`config.mk`:
```
export PLATFORM = sky130hd
export DESIGN_NAME = rr_arbiter16
export DESIGN_NICKNAME = d
export VERILOG_FILES = /design/src/rtl/rr_arbiter16_pkg.sv /design/src/rtl/rr_arbiter16_dec4to16.sv /design/src/rtl/rr_arbiter16.sv
export SDC_FILE = /design/constraint.sdc
export NUM_CORES = 1
export LEC_CHECK = 0
export CORE_MARGIN = 8
export CORE_UTILIZATION = 27
export DETAILED_ROUTE_END_ITERATION = 10
export GPL_TIMING_DRIVEN = 0
export PLACE_DENSITY = 0.47
export SETUP_SLACK_MARGIN = 0.4
export SYNTH_ARGS = -nofsm -noshare
export SYNTH_HDL_FRONTEND = slang
export SYNTH_SLANG_ARGS = --single-unit
```
`constraint.sdc`:
```
create_clock -name clk -period 4.3 [get_ports clk]
set_input_delay 0.645 -clock clk [delete_from_list [all_inputs] [get_ports clk]]
set_output_delay 0.645 -clock clk [all_outputs]
set_load 0.1 [all_outputs]
```
`src/rtl/rr_arbiter16_pkg.sv`:
```
// Shared definitions for the 16-way round-robin arbiter: sizes and FSM state encoding.
package rr_arbiter16_pkg;

    localparam int NREQ  = 16;
    localparam int IDX_W = 4;

    typedef enum logic {
        ST_IDLE  = 1'b0,
        ST_GRANT = 1'b1
    } state_t;

endpackage

```
`src/rtl/rr_arbiter16_dec4to16.sv`:
```
// 4-to-16 one-hot decoder with enable; all outputs low when en is low.
module dec4to16 (
    input  logic        en,
    input  logic [3:0]  w,
    output logic [15:0] y
);

    genvar gi;
    generate
        for (gi = 0; gi < 16; gi++) begin : g_dec
            assign y[gi] = en && (w == 4'(gi));
        end
    endgenerate

endmodule

```
`src/rtl/rr_arbiter16.sv`:
```
// Round-robin arbiter for 16 requesters: one grant per round, held until done,
// withdrawal or hold limit, followed by one idle bubble before the next round.
module rr_arbiter16
    import rr_arbiter16_pkg::*;
#(
    parameter int MAX_HOLD = 4
) (
    input  logic        clk,
    input  logic        rst,
    input  logic [15:0] req,
    input  logic        done,
    output logic [15:0] gnt,
    output logic [3:0]  gnt_idx,
    output logic        gnt_valid
);

    localparam int HOLD_W = $clog2(MAX_HOLD + 1);

    state_t             state_reg, state_next;
    logic [IDX_W-1:0]   ptr_reg, ptr_next;
    logic [IDX_W-1:0]   idx_reg, idx_next;
    logic [HOLD_W-1:0]  hold_reg, hold_next;

    logic [NREQ-1:0]    rot_req;
    logic [IDX_W-1:0]   win_idx;
    logic               win_found;
    logic               grant_end;

    // rot_req[k] is the requester k positions past the priority pointer.
    genvar gi;
    generate
        for (gi = 0; gi < NREQ; gi++) begin : g_rot
            assign rot_req[gi] = req[ptr_reg + IDX_W'(gi)];
        end
    endgenerate

    // Lowest rotated offset wins; scanning downward lets the nearest one overwrite.
    always_comb begin
        win_found = 1'b0;
        win_idx   = ptr_reg;
        for (int k = NREQ - 1; k >= 0; k--) begin
            if (rot_req[k]) begin
                win_found = 1'b1;
                win_idx   = ptr_reg + IDX_W'(k);
            end
        end
    end

    assign grant_end = done || !req[idx_reg] || (hold_reg == HOLD_W'(MAX_HOLD));

    always_comb begin
        state_next = state_reg;
        ptr_next   = ptr_reg;
        idx_next   = idx_reg;
        hold_next  = hold_reg;
        case (state_reg)
            ST_IDLE: begin
                if (win_found) begin
                    idx_next   = win_idx;
                    hold_next  = HOLD_W'(1);
                    state_next = ST_GRANT;
                end
            end
            ST_GRANT: begin
                if (grant_end) begin
                    ptr_next   = idx_reg + IDX_W'(1);
                    hold_next  = '0;
                    state_next = ST_IDLE;
                end else begin
                    hold_next  = hold_reg + HOLD_W'(1);
                end
            end
            default: begin
                state_next = ST_IDLE;
            end
        endcase
    end

    always_ff @(posedge clk) begin
        if (rst) begin
            state_reg <= ST_IDLE;
            ptr_reg   <= '0;
            idx_reg   <= '0;
            hold_reg  <= '0;
        end else begin
            state_reg <= state_next;
            ptr_reg   <= ptr_next;
            idx_reg   <= idx_next;
            hold_reg  <= hold_next;
        end
    end

    assign gnt_valid = (state_reg == ST_GRANT);
    assign gnt_idx   = idx_reg;

    dec4to16 u_dec (
        .en (gnt_valid),
        .w  (idx_reg),
        .y  (gnt)
    );

endmodule

```
## Yosys cells after proc, flatten, opt, wreduce, memory -nomap -nowiden

Index checks and enable logic that the tools add are counted.

- $lt $le $gt $ge: 17
- Equal/unequal tests: 17
- Add/sub/neg operators: 17
- Bitwise gates (word level): 1
- Reductions and logical operators: 22
- Multiplexer cells: 72

Operators with widths:

| cell | count |
|---|---|
| $lt 4x5->1 const B | 17 |
| $bmux 1 s4 | 17 |
| $mux 4 | 16 |
| $mux 1 | 35 |
| $add 4x4->4 const B | 8 |
| $eq 4x4->1 const B | 8 |
| $add 4x3->4 const B | 4 |
| $eq 4x3->1 const B | 4 |
| $logic_and 1x1->1 | 16 |
| $add 4x1->4 const B | 2 |
| $add 4x2->4 const B | 2 |
| $eq 4x2->1 const B | 2 |
| $mux 3 | 2 |
| $pmux 3 s2 | 1 |
| $eq 4x1->1 const B | 1 |
| $logic_not 4->1 | 1 |
| $reduce_and 2->1 | 2 |
| $add 3x1->3 const B | 1 |
| $eq 3x3->1 const B | 1 |
| $logic_or 1x1->1 | 2 |
| $ne 2x2->1 const B | 1 |
| $pmux 1 s2 | 1 |
| $logic_not 1->1 | 1 |
| $not 1->1 | 1 |

- Output and inout port bits: 21
- Bits of input ports: 19
- Register bits after elaboration: 12
- Logic and storage cells: 150

## Longest topological paths before layout

- Word-level depth: 21
- Depth in mapped cells: 14
- Mapped depth without buffers: 10

## Hierarchy

Synthesis repeated with hierarchy kept, for this count alone.

- Cell total of the unflattened synthesis: 337
- Area, all modules: 2982.9 um^2

By module, submodules not included:

| module | area an instance (um^2) | instances | cells an instance | sequential area each (um^2) |
|---|---|---|---|---|
| rr_arbiter16 | 2865.2 | 1 | 314 | 240.2 |
| dec4to16 | 117.6 | 1 | 23 | 0.0 |

## Worst setup path after synthesis

No wires, ideal clock.

- Path type: register to output
- From: register state_reg, in the netlist gnt_valid
- To: output gnt[0]
- Slack: 0.182 ns
- Buffers on the path: 1
- Required time: 3.655 ns
- Arrival: 3.473 ns
- Stages on the path, launching flop included: 4
- Cell sequence: dfxtp_1 -> clkbuf_1 -> nand2_1 -> nor3_1

- Longest elaborated chain between the ends: 1

RTL lines:

| what | line | source |
|---|---|---|
| from (decl) | rr_arbiter16.sv:19 | `state_t state_reg, state_next;` |
| from (signal assigned) | rr_arbiter16.sv:86 | `state_reg <= state_next;` |
| $logic_and 1x1->1 | rr_arbiter16_dec4to16.sv:11 | `assign y[gi] = en && (w == 4'(gi));` |
| to (decl) | rr_arbiter16.sv:12 | `output logic [15:0] gnt,` |

No other way between the ends.

## Final worst setup path

- From: register ptr_reg[2]
- To: register idx_reg[2], in the netlist gnt_idx[2]

- Longest elaborated chain between the ends: 20
- Elaborated cells between the ends (all ways): 80
- Classes of those cells: add/sub: 15; mux: 64; reduce/logical: 1

RTL lines:

| what | line | source |
|---|---|---|
| from (decl) | rr_arbiter16.sv:20 | `logic [IDX_W-1:0] ptr_reg, ptr_next;` |
| from (signal assigned) | rr_arbiter16.sv:87 | `ptr_reg <= ptr_next;` |
| $add 4x4->4 | rr_arbiter16.sv:33, rr_arbiter16.sv:44 |  |
| $bmux 1 s4 | rr_arbiter16.sv:33 | `assign rot_req[gi] = req[ptr_reg + IDX_W'(gi)];` |
| $mux 1 (not written as such) | rr_arbiter16.sv:33 |  |
| $mux 1 (16 in a row) | rr_arbiter16.sv:42 | `if (rot_req[k]) begin` |
| $reduce_and 2->1 (no source line) | n/a |  |
| to (signal assigned) | rr_arbiter16.sv:88 | `idx_reg <= idx_next;` |
| to (decl) | rr_arbiter16.sv:21 | `logic [IDX_W-1:0] idx_reg, idx_next;` |

Several ways; a longest one is shown, not always the timed one. The select of a mux whose other input is x is not followed.
A chain may end at the register's enable or synchronous reset.

==> impl_metrics.tcl <==
set metrics [dict create \
    outcome "completed" \
    wl_um 11400 \
    insertion_delay_ns 0.24 \
    antenna_found_initial 0 \
    end_kind "flip-flop" \
    tightest_slew_ns 0.998 \
    grt_max_degree 11 \
    final_cell_mix "39 x clkdlybuf4s50_1, 33 x nor2_1, 32 x mux4_2" \
    routed.top_layer "met4" \
    fillers 1185 \
    synth.distinct_cells 65 \
    die_h_um 125 \
    min_path_type "reg -> reg" \
    post-place-ws_ns 0.272 \
    antenna_left 0 \
    cts_root_buffer "clkbuf_16" \
    floorplan.initialDensity 0.278 \
    synth.avg_cell_area_um2 9.05 \
    drc 0 \
    startpoint_type "flip-flop" \
    setup_violations 0 \
    fp-row-count 39 \
    cts_inserted_buffers 3 \
    rsz0062_at_grt "yes" \
    drt_first_pass_iters 4 \
    io-pin-count 40 \
    nets 434 \
    drt_iter0_drc 196 \
    portBuffers 39 \
    synth_compound_area_frac 0.195 \
    final_area_mm2 0.00397 \
    dr_wl_met2_um 5390 \
    period_minus_slack_ns 3.73 \
    mostFrequentLayoutCell "clkdlybuf4s50_1" \
    critPathTopFamily "compound AO/OA/AOI/OAI gates" \
    drive_gt1_frac 0.249 \
    grt_pass1_wl_um 18100 \
    maxSlewHeadroom 0.333 \
    dieArea_mm2 0.0156 \
    yosys_warnings 0 \
    fin_tns_setup_ns 0 \
    required_ns 4.43 \
    synth_top_family_by_area "multiplexers" \
    grt.total_usage 0.143 \
    async_flop_share 0 \
    syn_area_mm2 0.00320 \
    hold_viol_final 0 \
    yosysSeqAreaShare 0.0750 \
    synth.area.mux_share 0.398 \
    slowest_delay_ns 0.49 \
    hpwl_um 8980 \
    slowest_stage "a2111oi_1" \
    synth_cells 354 \
    htree_levels 1 \
    finalWorstSetupSlack_ns 0.566 \
    vias 3135 \
    synth_xor_area_frac 0.0465 \
    synth_ff_type "dfxtp_1" \
    core_area_mm2 0.0115 \
    antennaDiodeCount 0 \
    worstPathMaxFanout 10 \
    period_share 0.868 \
    timing.fmax_mhz 268 \
    critical_path_arrival_ns 3.86 \
    slew_violations 0 \
    via_per_inst 5.76 \
    wire_per_inst_um 21.0 \
    cts_hold_buffers 0 \
    clock_path_buffers 2 \
    peakVddDrop_mv 0.257 \
    crit_chain "buf_4, buf_2, inv_1, ha_1, clkbuf_2, mux2i_4, mux2i_1, a2111oi_1, o211ai_1, a21oi_1, o21ai_1, a311oi_2" \
    dr_wl_met3_um 609 \
    grt_overflow 0 \
    place_area_mm2 0.00379 \
    syn_nets 386 \
    numClockSinks 12 \
    skew_ns 0.00363 \
    synth_edf_count 0 \
    drv_cap 0 \
    place_congestion 0.876 \
    die_x_um 125 \
    critPathKind "reg -> reg" \
    grt_pass1_vias 3079 \
    cts_tree "done" \
    yosys.area_share.adder 0.0508 \
    synth-seq-cells 12 \
    path_clk_slew_ns 0.05 \
    p_leak_nw 1.35 \
    syn2layout_area_growth_pct 23.9 \
    met1Wirelength_um 5320 \
    power_density_mw_per_mm2 614 \
    yosys.area_share.simple 0.171 \
    cp.buffers_inverters 4 \
]
-- per-stage QoR --
stage          total power, mW  instances  hold WS [ns]   util
3_5_place_dp              2.16        536         0.486  0.329
3_3_place_gp              2.17        536         0.479  0.329
6_report                  2.44        544         0.491  0.345
2_1_floorplan             1.71        354         0.463      -
4_1_cts                   2.41        544         0.492  0.343
5_1_grt                   2.61        544         0.530  0.345
-- report_power, final --
group	total (mW)	internal (mW)	switching [mW]
clock	0.191	0.141	0.0500
sequential	0.155	0.133	0.0216
combinational	2.09	0.848	1.25
-- final timing paths --
| kind | start | end | slack, ns | cells after the start |
|---|---|---|---|---|
| worst max register to register | ptr_reg[2]$_SDFFE_PP0P_ | gnt_idx[2]$_SDFFE_PP0P_ | 0.57 | 12 |
| worst min-delay path | hold_reg[2]$_SDFFE_PP0P_ | hold_reg[2]$_SDFFE_PP0P_ | 0.49 | 2 |
| worst max-delay path | ptr_reg[2]$_SDFFE_PP0P_ | gnt_idx[2]$_SDFFE_PP0P_ | 0.57 | 12 |
| worst min register to register | hold_reg[2]$_SDFFE_PP0P_ | hold_reg[2]$_SDFFE_PP0P_ | 0.49 | 2 |
-- cell type report --
type | count | area, um2 | area share
sequential | 12 | 240 | 0.0605
tap | 143 | 179 | 0.0451
inverter | 13 | 52.6 | 0.0132
clock buffer | 4 | 88.8 | 0.0224
multi-input combinational | 304 | 2830 | 0.712
buffer | 25 | 161 | 0.0407
timing repair buffer | 43 | 420 | 0.106
-- repair_timing --
item / CTS / global route
pin swaps: 2 / 1
setup endpoints to repair: 3 / 8
resized for setup: 10 / 5
setup buffers: 4 / 0
-- worst reg2reg max path, delay by kind of cell, from the launching register on --
family	cells	cell delay [ns]
AO/OA/AOI/OAI	5	1.27
flip-flops	1	0.36
multiplexers	2	0.53
buffers and inverters	4	1.05
adder cells (fa/ha/maj)	1	0.40
-- Yosys cell counts, types with 12 or more instances --
cell | instances | area (um2)
a21oi_1 | 21 | 105
clkbuf_1 | 12 | 45.0
dfxtp_1 | 12 | 240
ha_1 | 13 | 163
inv_1 | 13 | 48.8
mux2_2 | 12 | 135
mux2i_1 | 28 | 280
mux4_2 | 32 | 721
nand2_1 | 30 | 113
nor2_1 | 33 | 124
nor3_1 | 12 | 60.1
o21ai_0 | 13 | 65.1
-- per-layer routing --
layer,GRT usage,vias up
met5,0,-
met4,0.0287,0
li1,-,1471
met2,0.237,111
met1,0.191,1543
met3,0.0214,10
-- kinds of logic (layout without fill, tap and decap cells) --
logic type                 Yosys count  after routing
DFF                                 12             12
xor gates and xnor gates            11             11
AOI/OAI and AO/OA                   90             90
buffers and inverters               38             85
and+or+nand+nor                    111            111
muxes                               79             79
adders and majority gates           13             13
No activity file was read; power rests on OpenSTA's default activity.
